## config.mk

```make
export PLATFORM = sky130hd
export DESIGN_NAME = i2c_slave_core
export DESIGN_NICKNAME = d
export VERILOG_FILES = /design/src/rtl/i2c_pkg.sv /design/src/rtl/i2c_line_sync.sv /design/src/rtl/i2c_slave_core.sv
export SDC_FILE = /design/constraint.sdc
export NUM_CORES = 1
export LEC_CHECK = 0
export CORE_UTILIZATION = 54
export DETAILED_ROUTE_END_ITERATION = 8
export DONT_BUFFER_PORTS = 1
export PLACE_DENSITY = 0.71
export SLEW_MARGIN = 10
export SYNTH_ARGS = -nofsm -noshare
export SYNTH_HDL_FRONTEND = slang
export SYNTH_HIERARCHICAL = 1
export SYNTH_SLANG_ARGS = --single-unit
```

## constraint.sdc

```tcl
create_clock -name clk -period 2.48 [get_ports clk]
set_input_delay 0.496 -clock clk [delete_from_list [all_inputs] [get_ports clk]]
set_output_delay 0.496 -clock clk [all_outputs]
set_load 0.01 [all_outputs]
```

## src/rtl/i2c_pkg.sv

```systemverilog
// Shared I2C definitions: FSM state encoding, ACK/NACK levels and byte sizing.
// Used by both the target core and the bus master.
package i2c_pkg;

  localparam int         BYTE_W    = 8;
  localparam logic [3:0] BYTE_BITS = 4'd8;
  localparam logic       I2C_ACK   = 1'b0;
  localparam logic       I2C_NACK  = 1'b1;

  typedef enum logic [2:0] {
    ST_IDLE      = 3'd0,
    ST_ADDR      = 3'd1,
    ST_ADDR_ACK  = 3'd2,
    ST_RX_BYTE   = 3'd3,
    ST_RX_ACK    = 3'd4,
    ST_TX_BYTE   = 3'd5,
    ST_TX_ACK    = 3'd6,
    ST_WAIT_STOP = 3'd7
  } i2c_state_t;

endpackage

```

## src/rtl/i2c_line_sync.sv

```systemverilog
// Synchronizer for one asynchronous I2C line plus a history flop that yields
// single-cycle rise/fall pulses from the synchronized level.
module i2c_line_sync #(
  parameter int SYNC_STAGES = 2  // must be >= 2
) (
  input  logic clk,
  input  logic line_in,
  output logic level,
  output logic rise,
  output logic fall
);

  logic [SYNC_STAGES-1:0] sync_reg;
  logic                   hist_reg;

  // Free-running on purpose: a core reset must not fabricate a bus edge
  // (e.g. a fake START) by forcing these flops away from the real line level.
  always_ff @(posedge clk) begin
    sync_reg <= {sync_reg[SYNC_STAGES-2:0], line_in};
    hist_reg <= sync_reg[SYNC_STAGES-1];
  end

  assign level = sync_reg[SYNC_STAGES-1];
  assign rise  = sync_reg[SYNC_STAGES-1] & ~hist_reg;
  assign fall  = ~sync_reg[SYNC_STAGES-1] & hist_reg;

endmodule

```

## src/rtl/i2c_slave_core.sv

```systemverilog
// I2C target: oversampled SCL/SDA, START/STOP detection, 7-bit address match,
// write bytes out on a valid/ready stream, read bytes in from a valid/pop stream.
module i2c_slave_core
  import i2c_pkg::*;
#(
  parameter logic [6:0] SLAVE_ADDR  = 7'h50,
  parameter int         SYNC_STAGES = 2
) (
  input  logic              clk,
  input  logic              rst,
  input  logic              scl_in,
  input  logic              sda_in,
  output logic              sda_oe,
  output logic [BYTE_W-1:0] rx_data,
  output logic              rx_valid,
  input  logic              rx_ready,
  input  logic [BYTE_W-1:0] tx_data,
  input  logic              tx_valid,
  output logic              tx_pop,
  output logic              tx_underrun,
  output logic              start_det,
  output logic              stop_det,
  output logic              addressed,
  output logic              rw
);

  logic scl_s, scl_rise, scl_fall;
  logic sda_s, sda_rise, sda_fall;
  logic start_cond, stop_cond;
  logic [BYTE_W-1:0] next_tx;

  i2c_state_t        state_reg;
  logic [3:0]        bit_cnt_reg;
  logic [BYTE_W-1:0] shift_reg;

  i2c_line_sync #(.SYNC_STAGES(SYNC_STAGES)) u_scl_sync (
    .clk(clk), .line_in(scl_in), .level(scl_s), .rise(scl_rise), .fall(scl_fall)
  );

  i2c_line_sync #(.SYNC_STAGES(SYNC_STAGES)) u_sda_sync (
    .clk(clk), .line_in(sda_in), .level(sda_s), .rise(sda_rise), .fall(sda_fall)
  );

  assign start_cond = scl_s & sda_fall;
  assign stop_cond  = scl_s & sda_rise;
  // An empty TX stream returns all-ones, which reads as a released bus.
  assign next_tx    = tx_valid ? tx_data : 8'hFF;

  always_ff @(posedge clk) begin
    if (rst) begin
      state_reg   <= ST_IDLE;
      bit_cnt_reg <= '0;
      shift_reg   <= '0;
      sda_oe      <= 1'b0;
      rx_data     <= '0;
      rx_valid    <= 1'b0;
      tx_pop      <= 1'b0;
      tx_underrun <= 1'b0;
      start_det   <= 1'b0;
      stop_det    <= 1'b0;
      addressed   <= 1'b0;
      rw          <= 1'b0;
    end else begin
      rx_valid    <= 1'b0;
      tx_pop      <= 1'b0;
      tx_underrun <= 1'b0;
      start_det   <= 1'b0;
      stop_det    <= 1'b0;

      if (start_cond) begin
        start_det   <= 1'b1;
        sda_oe      <= 1'b0;
        addressed   <= 1'b0;
        bit_cnt_reg <= '0;
        state_reg   <= ST_ADDR;
      end else if (stop_cond) begin
        stop_det    <= 1'b1;
        sda_oe      <= 1'b0;
        addressed   <= 1'b0;
        bit_cnt_reg <= '0;
        state_reg   <= ST_IDLE;
      end else begin
        case (state_reg)
          ST_IDLE: sda_oe <= 1'b0;

          ST_ADDR: begin
            if (scl_rise) begin
              shift_reg <= {shift_reg[BYTE_W-2:0], sda_s};
              // On the 8th bit shift_reg[6:0] already holds the complete address.
              if (bit_cnt_reg == BYTE_BITS - 4'd1) begin
                rw <= sda_s;
                if (shift_reg[6:0] == SLAVE_ADDR) begin
                  addressed   <= 1'b1;
                  bit_cnt_reg <= BYTE_BITS;
                  state_reg   <= ST_ADDR_ACK;
                end else begin
                  bit_cnt_reg <= '0;
                  state_reg   <= ST_WAIT_STOP;
                end
              end else begin
                bit_cnt_reg <= bit_cnt_reg + 4'd1;
              end
            end
          end

          ST_ADDR_ACK: begin
            if (scl_fall) begin
              if (bit_cnt_reg == BYTE_BITS) begin
                sda_oe      <= 1'b1;
                bit_cnt_reg <= '0;
              end else if (rw) begin
                shift_reg   <= next_tx;
                sda_oe      <= ~next_tx[BYTE_W-1];
                tx_pop      <= tx_valid;
                tx_underrun <= ~tx_valid;
                state_reg   <= ST_TX_BYTE;
              end else begin
                sda_oe    <= 1'b0;
                state_reg <= ST_RX_BYTE;
              end
            end
          end

          ST_RX_BYTE: begin
            if (scl_rise && bit_cnt_reg != BYTE_BITS) begin
              shift_reg   <= {shift_reg[BYTE_W-2:0], sda_s};
              bit_cnt_reg <= bit_cnt_reg + 4'd1;
            end else if (scl_fall && bit_cnt_reg == BYTE_BITS) begin
              bit_cnt_reg <= '0;
              if (rx_ready) begin
                rx_data   <= shift_reg;
                rx_valid  <= 1'b1;
                sda_oe    <= 1'b1;
                state_reg <= ST_RX_ACK;
              end else begin
                sda_oe    <= 1'b0;
                addressed <= 1'b0;
                state_reg <= ST_WAIT_STOP;
              end
            end
          end

          ST_RX_ACK: begin
            if (scl_fall) begin
              sda_oe    <= 1'b0;
              state_reg <= ST_RX_BYTE;
            end
          end

          ST_TX_BYTE: begin
            if (scl_rise && bit_cnt_reg != BYTE_BITS) begin
              bit_cnt_reg <= bit_cnt_reg + 4'd1;
            end else if (scl_fall) begin
              if (bit_cnt_reg == BYTE_BITS) begin
                sda_oe      <= 1'b0;
                bit_cnt_reg <= '0;
                state_reg   <= ST_TX_ACK;
              end else begin
                shift_reg <= {shift_reg[BYTE_W-2:0], 1'b0};
                sda_oe    <= ~shift_reg[BYTE_W-2];
              end
            end
          end

          ST_TX_ACK: begin
            if (scl_rise && sda_s == I2C_NACK) begin
              addressed <= 1'b0;
              state_reg <= ST_WAIT_STOP;
            end else if (scl_fall) begin
              shift_reg   <= next_tx;
              sda_oe      <= ~next_tx[BYTE_W-1];
              tx_pop      <= tx_valid;
              tx_underrun <= ~tx_valid;
              state_reg   <= ST_TX_BYTE;
            end
          end

          ST_WAIT_STOP: sda_oe <= 1'b0;

          default: begin
            sda_oe    <= 1'b0;
            state_reg <= ST_IDLE;
          end
        endcase
      end
    end
  end

endmodule

```

==> Flow_metrics.wiki <==
{| class="wikitable"
! Metric !! Value
|-
| Result of the run || finished clean
|-
| Crit path max fanout || 8
|-
| Pins Over Slew Limit || 0
|-
| Top library cells by usage in the layout, fill and taps aside || sky130_fd_sc_hd__dfxtp_1 (37), sky130_fd_sc_hd__nor2_1 (18), sky130_fd_sc_hd__o21ai_0 (15), sky130_fd_sc_hd__buf_4 (15)
|-
| Cell type with the largest total area after synthesis || sky130_fd_sc_hd__dfxtp_1
|-
| Starting utilization of the core area || 57.7%
|-
| Wire length of the first global-routing pass || 8760 um
|-
| Required @ worst endpoint || 2.67 ns
|-
| Switching component of the power || 290 uW
|-
| Area used by multi-input combinational logic || 1290 um2
|-
| Standard-cell row count || 22
|-
| Sum of negative setup slack || 0 ns
|-
| Antenna violations before repair || 0
|-
| Internal portion of total power || 828 uW
|-
| # fillers || 334
|-
| Worst skew pair latency || 0.29 ns
|-
| Most frequent standard cell in the layout excluding fill and tap cells || sky130_fd_sc_hd__dfxtp_1
|-
| Clock edge transition at the registers on the reported setup and hold paths || 0.08 ns
|-
| Setup bufs post-CTS || 0
|-
| CTS tree || yes
|-
| Worst voltage drop across the vdd grid || ~310 uV
|-
| Total overflow reported by the global router || 0
|-
| Die Outline Area || 4290 um2
|-
| Number of instances in the synthesized netlist || 246
|-
| Fraction of synthesized cell area taken by the top area cell type || between 30% and 40%
|-
| Family with the most delay on the worst path || simple AND/OR/NAND/NOR gates
|-
| Wirelength, routed || 5280 um
|-
| Number of buffers added by the clock tree synthesis step || 5
|-
| # clock sinks || 37
|-
| Crit path cell chain || and2b_2, o21ai_2, nand2_1, nor3_4, mux2i_1, nor2_1
|-
| Element type at the critical path start || flop
|-
| Number of vias in the routed layout || about 1.9k
|-
| Proportion of synthesized chip area in sequential cells || 34.0%
|-
| Mapped Area || 2180 um2
|-
| Worst setup timing slack at the placement stage || 0.350 ns
|-
| Share of total power in combinational logic || under 10%
|-
| Cell types with the largest area share after synthesis || sky130_fd_sc_hd__dfxtp_1 (34%), sky130_fd_sc_hd__mux2i_1 (6.0%), sky130_fd_sc_hd__o21ai_0 (3.4%), sky130_fd_sc_hd__nor2_1 (3.1%), sky130_fd_sc_hd__a21oi_1 (3.0%)
|-
| I/O Buffers || 0
|-
| Sum of net half-perimeters after detailed placement || 3780 um
|-
| Placed instance area || 2230 um2
|-
| Met3 Routed Length || 344 um
|-
| Count of synthesis-stage warnings from yosys || 6
|-
| GRT Total Usage || 27.3%
|-
| Post-route clock skew || 0.00781 ns
|-
| Leakage || 0.815 nW
|-
| GPL Wtd Cong || 0.951
|-
| Met1 Routed Length || 2540 um
|-
| Avg WL per Cell || 17.6 um
|-
| Die boundary height || 65.5 um
|-
| Post-synth top flop || sky130_fd_sc_hd__dfxtp_1
|-
| Met2 layer wire length in the routed design || 2280 um
|-
| Max Freq || roughly 0.47 GHz
|-
| 1st-pass router iterations || 4
|-
| Switching part of the total power || 26.0%
|-
| Number of maximum-capacitance constraint violations || 0
|-
| Worst path setup slack after routing || around 0.34 ns
|-
| Total of hold buffers inserted after clock tree synthesis || 0
|-
| Largest net degree at the start of global routing || 22
|-
| Worst min-delay path category || in -> reg
|-
| CTS-repair resized insts || 0
|-
| Min Hold Slack || 0.228 ns
|-
| Number of nets in the synthesized netlist || roughly 260
|-
| RSZ-0062 raised after global routing || no
|-
| Area used by sequential logic in the layout || 741 um2
|-
| Top routing layer in use || met4
|-
| Average vias per placed instance || 6.37
|-
| Depth of the CTS H-tree || 2
|-
| Post-synth EDFFs || 0
|-
| Final hold violation count || 0
|-
| Core Area || 3770 um2
|-
| Net count, final || 266
|-
| Ratio of final minimum period to clock period || 86.4%
|-
| Register bit total from synthesis || 37
|-
| Fraction of final layout cells sized beyond drive strength 1 || approximately 16%
|-
| Vias in the first global route || between 1.5k and 2k
|-
| Kind of critical path || reg -> reg
|-
| Area of all placed cells without fillers || 2320 um2
|-
| Data arrival time of the critical path || 2.33 ns
|-
| Fraction of registers with async set/reset || 0%
|-
| Area Overhead vs Synth || 6.72%
|-
| Number of distinct library cells after synthesis || 63
|-
| Chip width || roughly 65 um
|-
| DRC violation count after routing || 0
|-
| Relative max-transition margin || 63.9%
|-
| I/O pins || 30
|-
| Clk root buf || sky130_fd_sc_hd__clkbuf_8
|-
| Final setup fails || 0
|-
| Pwr dens || 481 nW/um2
|-
| Largest stage delay on the critical path || 0.53 ns
|-
| Clock network fraction of total power || 39.0%
|-
| Starting DRT DRC Count || ~190
|-
| Number of routed nets with antenna violations || 0
|-
| Number of buffers on the longest clock path || 2
|-
| Sequential cell fraction of total power || 54.6%
|-
| Clock period minus final worst setup slack || approximately 2.1 ns
|-
| Endpoint kind of the worst setup timing path || flop
|-
| CP max-delay cell || sky130_fd_sc_hd__dfxtp_1
|-
| Slew at the pin with the worst max-slew slack || between 0.5 and 0.6 ns
|-
| Post-synthesis area per instance || 8.85 um2
|-
| Worst Path Buf+Inv || 0
|-
| Number of antenna diodes || 0
|}
[final cells by class]
type | instances | share of cell area [%]
Sequential cell | 37 | 31.9
Multi-Input combinational cell | 183 | 55.5
Inverter | 8 | 1.29
Clock inverter | 3 | 0.915
Clock buffer | 5 | 2.96
Timing Repair Buffer | 15 | 4.85
Tap cell | 48 | 2.58
[routing by layer]
metal | vias to the layer above | track usage, %
met5 | - | 0
met4 | 0 | 10.1
met3 | 9 | 6.08
met2 | 57 | 39.9
met1 | 911 | 38.8
li1 | 927 | -
[path summary, 6_finish.rpt]
kind	from	end	slack, ns	cells after the start
setup reg to reg	u_sda_sync/sync_reg[1]	rx_data[1]	0.34	6
hold / removal	sda_in	u_sda_sync/sync_reg[0]	0.23	0
hold reg to reg	u_sda_sync/sync_reg[0]	u_sda_sync/sync_reg[1]	0.33	0
setup / recovery	u_sda_sync/sync_reg[1]	rx_data[1]	0.34	6
[per-stage QoR]
step,utilization [%],instances,total power [mW]
floorplan,-,246,0.679
global placement,59.2,291,0.694
detailed placement,59.2,291,0.696
CTS,61.6,299,1.13
global route,61.6,299,1.16
finish,61.6,299,1.12
[power groups by stage]
stage	Combinational (mW)	Sequential (mW)	Clock, mW
2_1_floorplan	0.0576	0.622	0
3_3_place_gp	0.0697	0.624	0
3_5_place_dp	0.0709	0.625	0
4_1_cts	0.0711	0.611	0.444
5_1_grt	0.0792	0.612	0.469
6_report	0.0719	0.611	0.436
[cell families (layout without fill, tap and decap cells)]
group                    after synthesis  count (layout)  share of synthesized area (%)
AND/OR/NAND/NOR                      102             102                           28.9
adder cells (fa/ha/maj)                2               2                           1.15
flip-flops                            37              37                           34.0
multiplexers                          15              15                           7.13
AO/OA/AOI/OAI                         64              64                           22.1
buffers and inverters                 26              31                           6.72
[synthesized netlist by cell type (2+ instances only)]
master	count
sky130_fd_sc_hd__a211oi_1	3
sky130_fd_sc_hd__a21oi_1	13
sky130_fd_sc_hd__a31o_1	7
sky130_fd_sc_hd__a31oi_1	4
sky130_fd_sc_hd__and2_1	2
sky130_fd_sc_hd__and2b_2	2
sky130_fd_sc_hd__and3_1	4
sky130_fd_sc_hd__buf_2	9
sky130_fd_sc_hd__buf_6	5
sky130_fd_sc_hd__clkbuf_1	4
sky130_fd_sc_hd__dfxtp_1	37
sky130_fd_sc_hd__ha_1	2
sky130_fd_sc_hd__inv_1	7
sky130_fd_sc_hd__mux2i_1	13
sky130_fd_sc_hd__nand2_1	13
sky130_fd_sc_hd__nand2b_1	5
sky130_fd_sc_hd__nand3_1	4
sky130_fd_sc_hd__nand3b_1	3
sky130_fd_sc_hd__nand4_1	2
sky130_fd_sc_hd__nand4b_1	2
sky130_fd_sc_hd__nor2_1	18
sky130_fd_sc_hd__nor2b_1	9
sky130_fd_sc_hd__nor3_1	5
sky130_fd_sc_hd__nor3b_1	2
sky130_fd_sc_hd__nor4_1	10
sky130_fd_sc_hd__nor4bb_1	2
sky130_fd_sc_hd__o211ai_1	2
sky130_fd_sc_hd__o21ai_0	15
sky130_fd_sc_hd__o221ai_1	2
sky130_fd_sc_hd__or3_1	6
sky130_fd_sc_hd__or4_1	2
Note: power is estimated with default switching activity, not from simulation.
